--- config.mk ---
export PLATFORM = sky130hd
export DESIGN_NAME = uart_rx
export DESIGN_NICKNAME = d
export VERILOG_FILES = /design/src/rtl/uart_rx.sv
export SDC_FILE = /design/constraint.sdc
export NUM_CORES = 1
export LEC_CHECK = 0
export ABC_AREA = 1
export CORE_ASPECT_RATIO = 0.8
export CORE_UTILIZATION = 40
export DETAILED_ROUTE_END_ITERATION = 10
export PLACE_DENSITY = 0.6
export SYNTH_ARGS = -nofsm -noshare
export SYNTH_HDL_FRONTEND = slang
export SYNTH_SLANG_ARGS = --single-unit
--- constraint.sdc ---
create_clock -name clock -period 4.2 [get_ports clock]
set_input_delay 0.84 -clock clock [delete_from_list [all_inputs] [get_ports clock]]
set_output_delay 0.84 -clock clock [all_outputs]
set_load 0.03 [all_outputs]
--- src/rtl/uart_rx.sv ---
// uart_rx: serial receiver, 8N1 by default, 8E1 when UART_RX_PARITY_EN is defined.
// Latency: rvalid rises one cycle after the stop sample, which is clock edge 2+CLKS_PER_BIT/2+(9+parity)*CLKS_PER_BIT
//   after the first edge that sees the pin low.
// Backpressure: none on the serial line. A byte completing while rvalid=1 and re=0 is dropped and sets overrun.
//
// Ports:
//   clock       system clock, rising edge
//   reset       synchronous active-low reset
//   uartRxPin   asynchronous serial input, idle high
//   re          read strobe, consumes the held byte when rvalid=1
//   rdata       last received byte (held after a read)
//   rvalid      holding register has an unread byte
//   overrun     sticky, a byte was dropped; cleared by a read
//   frameError  one-cycle pulse, stop bit sampled low
//   parityError one-cycle pulse on even-parity mismatch (tied 0 without UART_RX_PARITY_EN)
//
// CLKS_PER_BIT must be even and at least 8.

module uart_rx #(
  parameter int CLKS_PER_BIT = 104
) (
  input  logic       clock,
  input  logic       reset,
  input  logic       uartRxPin,
  input  logic       re,
  output logic [7:0] rdata,
  output logic       rvalid,
  output logic       overrun,
  output logic       frameError,
  output logic       parityError
);

  localparam int CW = $clog2(CLKS_PER_BIT);
  localparam logic [CW-1:0] HALF_LAST = CW'(CLKS_PER_BIT / 2 - 1);
  localparam logic [CW-1:0] BIT_LAST  = CW'(CLKS_PER_BIT - 1);

`ifdef UART_RX_PARITY_EN
  typedef enum logic [2:0] {IDLE, START, DATA, PARITY, STOP, BREAK} state_t;
`else
  typedef enum logic [2:0] {IDLE, START, DATA, STOP, BREAK} state_t;
`endif

  state_t          state, stateNext;
  logic            sync1, rxs;
  logic [CW-1:0]   sampleCnt, sampleCntNext;
  logic [2:0]      bitCnt, bitCntNext;
  logic [7:0]      shift, shiftNext;
  logic            commit;
  logic            frameErrNext;
  logic            parityErrNext;
  logic            parityBad;

`ifdef UART_RX_PARITY_EN
  logic            parityBit, parityBitNext;
  // Even parity: data bits plus parity bit must XOR to zero.
  assign parityBad = (^shift) ^ parityBit;
`else
  assign parityBad = 1'b0;
`endif

  // Next-state and datapath updates.
  always_comb begin
    stateNext     = state;
    sampleCntNext = sampleCnt;
    bitCntNext    = bitCnt;
    shiftNext     = shift;
    commit        = 1'b0;
    frameErrNext  = 1'b0;
    parityErrNext = 1'b0;
`ifdef UART_RX_PARITY_EN
    parityBitNext = parityBit;
`endif
    case (state)
      IDLE: begin
        sampleCntNext = '0;
        if (!rxs) stateNext = START;
      end
      START: begin
        // Re-check the line at mid start bit to reject short glitches.
        if (sampleCnt == HALF_LAST) begin
          sampleCntNext = '0;
          bitCntNext    = '0;
          stateNext     = rxs ? IDLE : DATA;
        end else begin
          sampleCntNext = sampleCnt + CW'(1);
        end
      end
      DATA: begin
        if (sampleCnt == BIT_LAST) begin
          sampleCntNext = '0;
          shiftNext     = {rxs, shift[7:1]};  // LSB arrives first
          bitCntNext    = bitCnt + 3'd1;
          if (bitCnt == 3'd7) begin
`ifdef UART_RX_PARITY_EN
            stateNext = PARITY;
`else
            stateNext = STOP;
`endif
          end
        end else begin
          sampleCntNext = sampleCnt + CW'(1);
        end
      end
`ifdef UART_RX_PARITY_EN
      PARITY: begin
        if (sampleCnt == BIT_LAST) begin
          sampleCntNext = '0;
          parityBitNext = rxs;
          stateNext     = STOP;
        end else begin
          sampleCntNext = sampleCnt + CW'(1);
        end
      end
`endif
      STOP: begin
        if (sampleCnt == BIT_LAST) begin
          sampleCntNext = '0;
          if (!rxs) begin
            // A low stop bit may be a break; wait for the line to recover.
            frameErrNext = 1'b1;
            stateNext    = BREAK;
          end else if (parityBad) begin
            parityErrNext = 1'b1;
            stateNext     = IDLE;
          end else begin
            commit    = 1'b1;
            stateNext = IDLE;
          end
        end else begin
          sampleCntNext = sampleCnt + CW'(1);
        end
      end
      BREAK: begin
        sampleCntNext = '0;
        if (rxs) stateNext = IDLE;
      end
      default: begin
        sampleCntNext = '0;
        stateNext     = IDLE;
      end
    endcase
  end

  // State, counters, synchronizer and shift register.
  always_ff @(posedge clock) begin
    if (!reset) begin
      state     <= IDLE;
      sync1     <= 1'b1;
      rxs       <= 1'b1;
      sampleCnt <= '0;
      bitCnt    <= '0;
      shift     <= '0;
`ifdef UART_RX_PARITY_EN
      parityBit <= 1'b0;
`endif
    end else begin
      state     <= stateNext;
      sync1     <= uartRxPin;
      rxs       <= sync1;
      sampleCnt <= sampleCntNext;
      bitCnt    <= bitCntNext;
      shift     <= shiftNext;
`ifdef UART_RX_PARITY_EN
      parityBit <= parityBitNext;
`endif
    end
  end

  // Holding register and status outputs.
  always_ff @(posedge clock) begin
    if (!reset) begin
      rdata      <= '0;
      rvalid     <= 1'b0;
      overrun    <= 1'b0;
      frameError <= 1'b0;
    end else begin
      frameError <= frameErrNext;
      if (commit) begin
        if (!rvalid || re) begin
          // A same-cycle read frees the register for the new byte.
          rdata  <= shift;
          rvalid <= 1'b1;
          if (re) overrun <= 1'b0;
        end else begin
          overrun <= 1'b1;
        end
      end else if (re && rvalid) begin
        rvalid  <= 1'b0;
        overrun <= 1'b0;
      end
    end
  end

`ifdef UART_RX_PARITY_EN
  always_ff @(posedge clock) begin
    if (!reset) parityError <= 1'b0;
    else        parityError <= parityErrNext;
  end
`else
  assign parityError = 1'b0;
`endif

endmodule

==> results of run 1 <==
-- layout make-up --
cell class | instances | area [sq um]
Fill cell | 355 | 1750
Sequential cell | 34 | 681
Multi-Input combinational cell | 130 | 668
Timing Repair Buffer | 14 | 140
Inverter | 29 | 109
Clock buffer | 7 | 86.3
Tap cell | 42 | 52.6
Clock inverter | 1 | 5.00
-- report_power, final --
part	internal (mW)	total (mW)	leakage (nW)	switching [mW]
Combinational	0.0707	0.201	0.365	0.130
Clock	0.132	0.247	0.0482	0.115
Sequential	0.347	0.377	0.275	0.0309
Total	0.549	0.825	0.688	0.276
-- flip-flops by register name (all words and copies together) (netlist names) --
name,flops
state,3
frameError,1
sampleCnt,7
rdata,8
bitCnt,3
overrun,1
rxs,1
rvalid,1
shift,8
sync1,1
-- kinds of logic (layout without fill, tap and decap cells) --
family / Yosys count / count (layout) / synth area share
AO/OA/AOI/OAI: 34 / 34 / 0.120
XOR/XNOR: 4 / 4 / 0.0234
adder cells (fa/ha/maj): 3 / 3 / 0.0250
buffers and inverters: 34 / 51 / 0.100
flip-flops: 34 / 34 / 0.454
other: 1 / 1 / 0.00250
AND/OR/NAND/NOR: 88 / 88 / 0.275
-- cells in the mapped netlist --
cell and instances:
a211oi_1 1, a21oi_1 13, buf_4 2, buf_6 2
clkbuf_1 1, conb_1 1, dfxtp_1 34, ha_1 3
inv_1 26, inv_2 3, nand2_1 22, nand2_2 3
nand2_4 1, nand3_1 11, nand3_2 2, nand3b_1 1
nor2_1 39, nor2_2 2, nor2_4 1, nor3_1 1
nor3_4 1, nor4_1 1, o211ai_2 1, o21ai_0 16
o21ai_1 3, or2_0 1, or2_2 2, xnor2_1 2
xor2_1 2
-- worst min-delay path by stage --
| stage | cells past startpoint | slack, ps | to |
|---|---|---|---|
| finish | 1 | 420 | rxs |
| global route | 1 | 430 | rxs |
| CTS | 1 | 420 | rxs |
| detailed placement | 1 | 400 | rxs |
| global placement | 1 | 410 | rxs |
| floorplan | 1 | 390 | rxs |
-- layer usage --
layer / global-route usage / wire length [microns]
met5: 0 / 0
met4: 0.0771 / 34
met3: 0.0539 / 145
met2: 0.222 / 1030
met1: 0.199 / 1380
-- critical path, stage by stage --
cell and delay (ps):
clkdlybuf4s50_1 1020, inv_1 200, or2_2 320
-- cell usage in the layout, fill, tap and decap left out, types with 3 or more instances in the layout --
cell type / netlist / routed
o21ai_0: 16 / 16
nand2_2: 3 / 3
nand2_1: 22 / 22
inv_1: 26 / 26
nand3_1: 11 / 11
clkbuf_8: 0 / 6
ha_1: 3 / 3
clkdlybuf4s50_1: 0 / 14
dfxtp_1: 34 / 34
nor2_1: 39 / 39
inv_2: 3 / 3
o21ai_1: 3 / 3
a21oi_1: 13 / 13
==> metrics, run 1 <==
min-delay worst type=register to register; worst reg2reg path depth=6; CTS tree=done; crit-path max FO=27; ANT nets after route=0; number of synthesized register bits=34; DP Cell Count=approximately 250; sequential fraction of the synthesis area=0.454; DRC errors left=0; number of cells produced by synthesis=198; CP startpoint=reset; Via Count=~1.2k; global-route wire length before repair=approximately 4700 microns; DP Wirelength=1920 microns; worst r2r src=sampleCnt[0]; final hold slack=415 ps; RSZ-0062 raised after global routing=no; Hold-fix buffers, CTS=0; Synth top area share=0.454; status=finished clean; Setup Total Neg Slack=0 ps; Hold Violations, Final=0; CTS Buffer Depth=2; power consumption=0.825 mW; Worst slew margin=0.431; MaxCap Viol Count=0; fin area=1740 sq um; syn_area_per_cell=7.57 sq um; initial core utilization=0.429; vias per inst=4.70; Ports=16; drt first pass iters=4; Die Y=between 50 and 60 microns; dpl cell area=1650 sq um; Synth area leader=dfxtp_1; Ant. Diodes=0; Slew @ Worst Pin=850 ps; VDD IR max=approximately 0.27 mV; power per cell area=around 470 nW/um^2; GRT Residual Overflow=0; Syn Nets=205; Post-CTS Setup Bufs=0; Leak=about 0.69 nW; Final Instance Count excl. Fillers=~260; Die Area=4000 sq um; nets=about 220; fraction of layout instances using a drive strength above 1=0.107; CP required=4370 ps; post-synth cell types=29; GPL Wtd Cong=around 0.80; R2R setup slack=roughly 2700 ps; final wirelength=between 2000 and 3000 microns; period utilisation layout=0.527; register clock-pin slew on the reported worst setup and hold paths=60 ps; Worst Min Path Start=sync1; area growth from synthesis to layout=16.2%; largest cells by area after synthesis=dfxtp_1 (45%), nor2_1 (9.8%), inv_1 (6.5%), nand2_1 (5.5%), o21ai_0 (5.3%); DR WL/cell=10.1 microns; max-slew violations=0; First DRT Iteration DRCs=69; worst setup path class=primary input to register; CTS H-tree depth=2; Post-Syn Area=1500 sq um; min Tclk post-route=approximately 2200 ps; pre-CTS setup slack=1700 ps; Worst Setup EP=sync1; Cell Rows=19; area of the core=3490 sq um; RR Endpoint=rdata[0]; crit path setup slack, layout=1990 ps; die width=a little over 70 microns; Resized Gates After CTS=0; clock skew=6.20 ps; startpoint types=primary input; via count of the first global-routing pass=1074; Final setup viols=0; clock sinks=34; final core area utilization=0.498; CTS buffer count=5; initial antenna violation count=0; worst skew pair latency=290 ps; fmax=~0.45 GHz; CP endpoint kind=register; buffers added on ports=14; CP Data Arrival Time=2380 ps; GRT Total Usage=0.153; pin count of the biggest net entering global routing=28; Root Driver=clkbuf_8; Synth warnings=0
Note: power is estimated with default switching activity, not from simulation.
==> run 2, diff against run 1 <==
==> constraint.sdc (replaced) <==
create_clock -name clock -period 2.1 [get_ports clock]
set_input_delay 0.42 -clock clock [delete_from_list [all_inputs] [get_ports clock]]
set_output_delay 0.42 -clock clock [all_outputs]
set_load 0.03 [all_outputs]
==> metrics, run 2 (synthesized netlist as in run 1, its figures left out) <==
status=finished clean; P_sw=0.564 mW (+100%); Hold-fix buffers, CTS=0 (unchanged); power per cell area=991 nW/um^2 (+110%); combinational share of power=0.237 (-0.006); area of the core=3490 sq um (unchanged); area growth from synthesis to layout=18.2%; crit-path max FO=3 (-89%); First DRT Iteration DRCs=44 (-36%); power consumption=1.76 mW (+110%); MaxCap Viol Count=0 (unchanged); Buf/Inv on CP=1 (-1); worst r2r src=sampleCnt[0]; RR Endpoint=rdata[1]; Leak=0.702 nW (+2.0%); Cell Chain, Critical Path=clkdlybuf4s50_1; CP Data Arrival Time=1310 ps (-1070 ps); CTS Buffer Depth=2 (unchanged); DR WL met2=1250 microns (+21%); Flop pwr share=0.430 (-0.027); VDD IR max=0.580 mV (+120%); fraction of layout instances using a drive strength above 1=0.111 (+0.00362); DR WL/cell=11.1 microns (+9.8%); buffers added on ports=14 (unchanged); ANT nets after route=0 (unchanged); min-delay worst type=register to register; Via Count=1237 (+2.3%); vias per inst=4.78 (+1.5%); Ant. Diodes=0 (unchanged); Resized Gates After CTS=0 (unchanged); drt first pass iters=4 (unchanged); most frequent cells in the layout=nor2_1 (39), dfxtp_1 (34), inv_1 (26); Pint=1.19 mW (+120%); DP Wirelength=2110 microns (+9.9%); Crit-path slowest cell=clkdlybuf4s50_1; pin count of the biggest net entering global routing=18 (-36%); min Tclk post-route=around 1700 ps; met3 WL post-DR=105 microns (-28%); met1 WL=1470 microns (+6.7%); R2R setup slack=520 ps (-2140 ps); Die Y=56.8 microns (unchanged); Setup Total Neg Slack=0 ps (unchanged); max incr delay on CP=680 ps (-340 ps); GRT Total Usage=0.164 (+0.0113); initial antenna violation count=0 (unchanged); sw frac=0.321 (-0.0131); CTS buffer count=5 (unchanged); Regs by FF count=rdata x8, shift x8, sampleCnt x7; Ports=16 (unchanged); Worst Min Path Start=sync1; CP startpoint=rvalid; global-route wire length before repair=4950 microns (+6.2%); max-slew violations=0 (unchanged); clock sinks=34 (unchanged); via count of the first global-routing pass=1090 (+1.5%); startpoint types=register; period utilisation layout=0.826; Die Area=4000 sq um (unchanged); highest routed layer=met4; RSZ-0062 raised after global routing=no; die width=70.4 microns (unchanged); worst reg2reg path depth=6 (unchanged); Cell Rows=19 (unchanged); initial core utilization=0.429 (unchanged); Worst Setup EP=rvalid; GPL Wtd Cong=0.849 (+5.6%); GRT Residual Overflow=0 (unchanged); leading cell type in the layout, fill and taps excluded=nor2_1; Hold Violations, Final=0 (unchanged); delay-heaviest family, CP=buffers and inverters; register clock-pin slew on the reported worst setup and hold paths=70 ps (about the same); CTS H-tree depth=2 (unchanged); instance count on the critical path=1 (-2); fin area=1770 sq um (+1.7%); worst setup path class=register to primary output; Root Driver=clkbuf_8; clock skew=3.15 ps (-3.04 ps); Final setup viols=0 (unchanged); clock share of power=0.334 (+0.035); dpl cell area=1670 sq um (+0.91%); fmax=roughly 0.58 GHz; DRC errors left=0 (unchanged); fill count=335 (-5.6%); Post-CTS Setup Bufs=0 (unchanged); CP required=1680 ps (-2690 ps); CP endpoint kind=primary output; final core area utilization=0.507 (+0.00859); nets=223 (+0.90%); worst skew pair latency=280 ps (about the same); final wirelength=2860 microns (+11%); CTS tree=done
-- run 2: cell types whose count changed in the layout (fill, tap and decap cells not counted) --
| cell | change |
|---|---|
| bufinv_16 | +1 |
| clkbuf_1 | +1 |
| clkbuf_8 | -1 |
| buf_4 | +2 |
| clkinv_2 | -1 |
-- run 2: through the flow --
| stage | setup WS [ps] | hold WS, ps | std cells |
|---|---|---|---|
| 3_3_place_gp | 476 | 402 | 251 |
| 5_1_grt | 296 | 435 | 259 |
| 3_5_place_dp | 389 | 405 | 251 |
| 6_report | 366 | 417 | 259 |
| 2_1_floorplan | 783 | 393 | 198 |
| 4_1_cts | 348 | 422 | 259 |
-- run 2: worst min path at each step --
stage	endpoint	depth (start not counted)
after floorplan	rxs	1
after global placement	rxs	1
after detailed placement	rxs	1
after CTS	rxs	1
after global routing	rxs	1
final	rxs	1
-- run 2: area by class of cell --
type / count / area, sq um / area share
tap: 42 / 52.6 / 0.0297
inverter: 29 / 109 / 0.0614
clock inverter: 1 / 30.0 / 0.0169
multi-input combinational: 130 / 668 / 0.377
sequential: 34 / 681 / 0.384
clock buffer: 7 / 76.3 / 0.0431
timing repair buffer: 16 / 155 / 0.0876
-- run 2: power groups by stage --
stage	sequential, mW	clock, mW	combinational (mW)
after floorplan	0.757	0	0.336
final	0.755	0.586	0.415
after CTS	0.755	0.603	0.413
after global placement	0.767	0	0.385
after detailed placement	0.769	0	0.412
after global routing	0.761	0.640	0.471
-- run 2: per-layer routing --
metal / vias to the layer above / track usage
met5: - / 0
met3: 4 / 0.0592
met4: 0 / 0.0857
met1: 551 / 0.215
met2: 22 / 0.234
li1: 660 / -
==> run 3, diff against run 2 <==
==> constraint.sdc (replaced) <==
create_clock -name clock -period 1.72 [get_ports clock]
set_input_delay 0.344 -clock clock [delete_from_list [all_inputs] [get_ports clock]]
set_output_delay 0.344 -clock clock [all_outputs]
set_load 0.03 [all_outputs]
==> metrics, run 3 (synthesized netlist as in run 1, its figures left out) <==
DRC errors left=0 (unchanged); Ant. Diodes=0 (unchanged); buffers added on ports=14 (unchanged); worst skew pair latency=280 ps (about the same); fraction of layout instances using a drive strength above 1=0.115 (+0.00461); CTS buffer count=5 (unchanged); status=finished clean; DP Wirelength=2040 microns (-3.4%); min Tclk post-route=1650 ps; DP Cell Count=251 (unchanged); worst setup path class=register to primary output; Hold Violations, Final=0 (unchanged); GPL Wtd Cong=0.871 (+2.6%); CTS tree=done; DR WL/cell=10.5 microns (-4.9%); die width=70.4 microns (unchanged); most frequent cells in the layout=nor2_1 (39), dfxtp_1 (34), inv_1 (26); MaxCap Viol Count=0 (unchanged); vias per inst=4.63 (-3.1%); Ports=16 (unchanged); final wirelength=2720 microns (-4.9%); register clock-pin slew on the reported worst setup and hold paths=70 ps (about the same); leading cell type in the layout, fill and taps excluded=nor2_1; worst r2r src=sampleCnt[0]; CP Data Arrival Time=1310 ps (about the same); delay-heaviest family, CP=buffers and inverters; Die Area=4000 sq um (unchanged); Setup Total Neg Slack=0 ps (unchanged); min-delay worst type=register to register; Leak=0.698 nW (-0.60%); pre-CTS setup slack=55.4 ps (-333 ps); initial core utilization=0.429 (unchanged); period utilisation layout=0.960; clock skew=2.63 ps (-0.520 ps); Buf/Inv on CP=1 (unchanged); max incr delay on CP=670 ps (about the same); initial antenna violation count=0 (unchanged); Via Count=1199 (-3.1%); Cell Chain, Critical Path=clkdlybuf4s50_1; crit path setup slack, layout=69.0 ps (-297 ps); Final setup viols=0 (unchanged); First DRT Iteration DRCs=42 (-4.5%); Cell Rows=19 (unchanged); Post-CTS Setup Bufs=0 (unchanged); clock sinks=34 (unchanged); GRT Total Usage=0.155 (-0.00911); Root Driver=clkbuf_8; RR Endpoint=rdata[1]; power per cell area=1150 nW/um^2 (+16%); max-slew violations=0 (unchanged); CTS Buffer Depth=2 (unchanged); hold path depth=1 (unchanged); drt first pass iters=4 (unchanged); area growth from synthesis to layout=17.2%; Die Y=56.8 microns (unchanged); Regs by FF count=rdata x8, shift x8, sampleCnt x7; Crit-path slowest cell=clkdlybuf4s50_1; RSZ-0062 raised after global routing=no; startpoint types=register; worst reg2reg path depth=6 (unchanged); fmax=about 0.6 GHz; VDD IR max=0.657 mV (+13%); GRT Residual Overflow=0 (unchanged); Hold-fix buffers, CTS=0 (unchanged); via count of the first global-routing pass=1064 (-2.4%); fin area=1760 sq um (-0.85%); ANT nets after route=0 (unchanged); CTS H-tree depth=2 (unchanged); Final Instance Count excl. Fillers=259 (unchanged); Worst Hold Endpoint=rxs; nets=223 (unchanged); CP required=1380 ps (-300 ps); CP endpoint kind=primary output; pin count of the biggest net entering global routing=18 (unchanged); Worst Min Path Start=sync1; area of the core=3490 sq um (unchanged); global-route wire length before repair=4660 microns (-6.0%); final core area utilization=0.503 (-0.00430); Resized Gates After CTS=0 (unchanged); crit-path max FO=3 (unchanged); R2R setup slack=190 ps (-330 ps); dpl cell area=1670 sq um (unchanged)
run 3: how the worst max path moves through the flow:
stage	depth (start not counted)	endpoint	startpoint	slack [ps]
6_report	1	rvalid	rvalid	70
5_1_grt	1	rvalid	rvalid	20
4_1_cts	1	rvalid	rvalid	60
3_5_place_dp	6	rdata[1]	re	60
3_3_place_gp	6	rdata[1]	re	170
2_1_floorplan	7	rdata[5]	sampleCnt[0]	400
run 3: area by class of cell:
class                           instances  area [sq um]
Inverter                               29           109
Clock buffer                            7          86.3
Sequential cell                        34           681
Fill cell                             351          1740
Tap cell                               42          52.6
Clock inverter                          1          5.00
Multi-Input combinational cell        130           668
Timing Repair Buffer                   16           155
run 3: report_power, final:
| part | total (mW) | internal, mW | switching, mW |
|---|---|---|---|
| Combinational | 0.495 | 0.175 | 0.320 |
| Clock | 0.601 | 0.323 | 0.278 |
| Sequential | 0.921 | 0.846 | 0.0752 |
| Total | 2.02 | 1.34 | 0.673 |
run 3: per-stage QoR:
stage,power (mW),hold slack [ps]
3_3_place_gp,1.40,403
6_report,2.02,419
3_5_place_dp,1.43,398
5_1_grt,2.16,434
4_1_cts,2.04,420
2_1_floorplan,1.33,393
run 3: metal layers:
| metal | global-route usage | up-vias | wire [microns] |
|---|---|---|---|
| li1 | - | 655 | - |
| met1 | 0.194 | 526 | 1430 |
| met2 | 0.230 | 16 | 1160 |
| met3 | 0.0664 | 2 | 105 |
| met4 | 0.0686 | 0 | 30 |
| met5 | 0 | - | 0 |
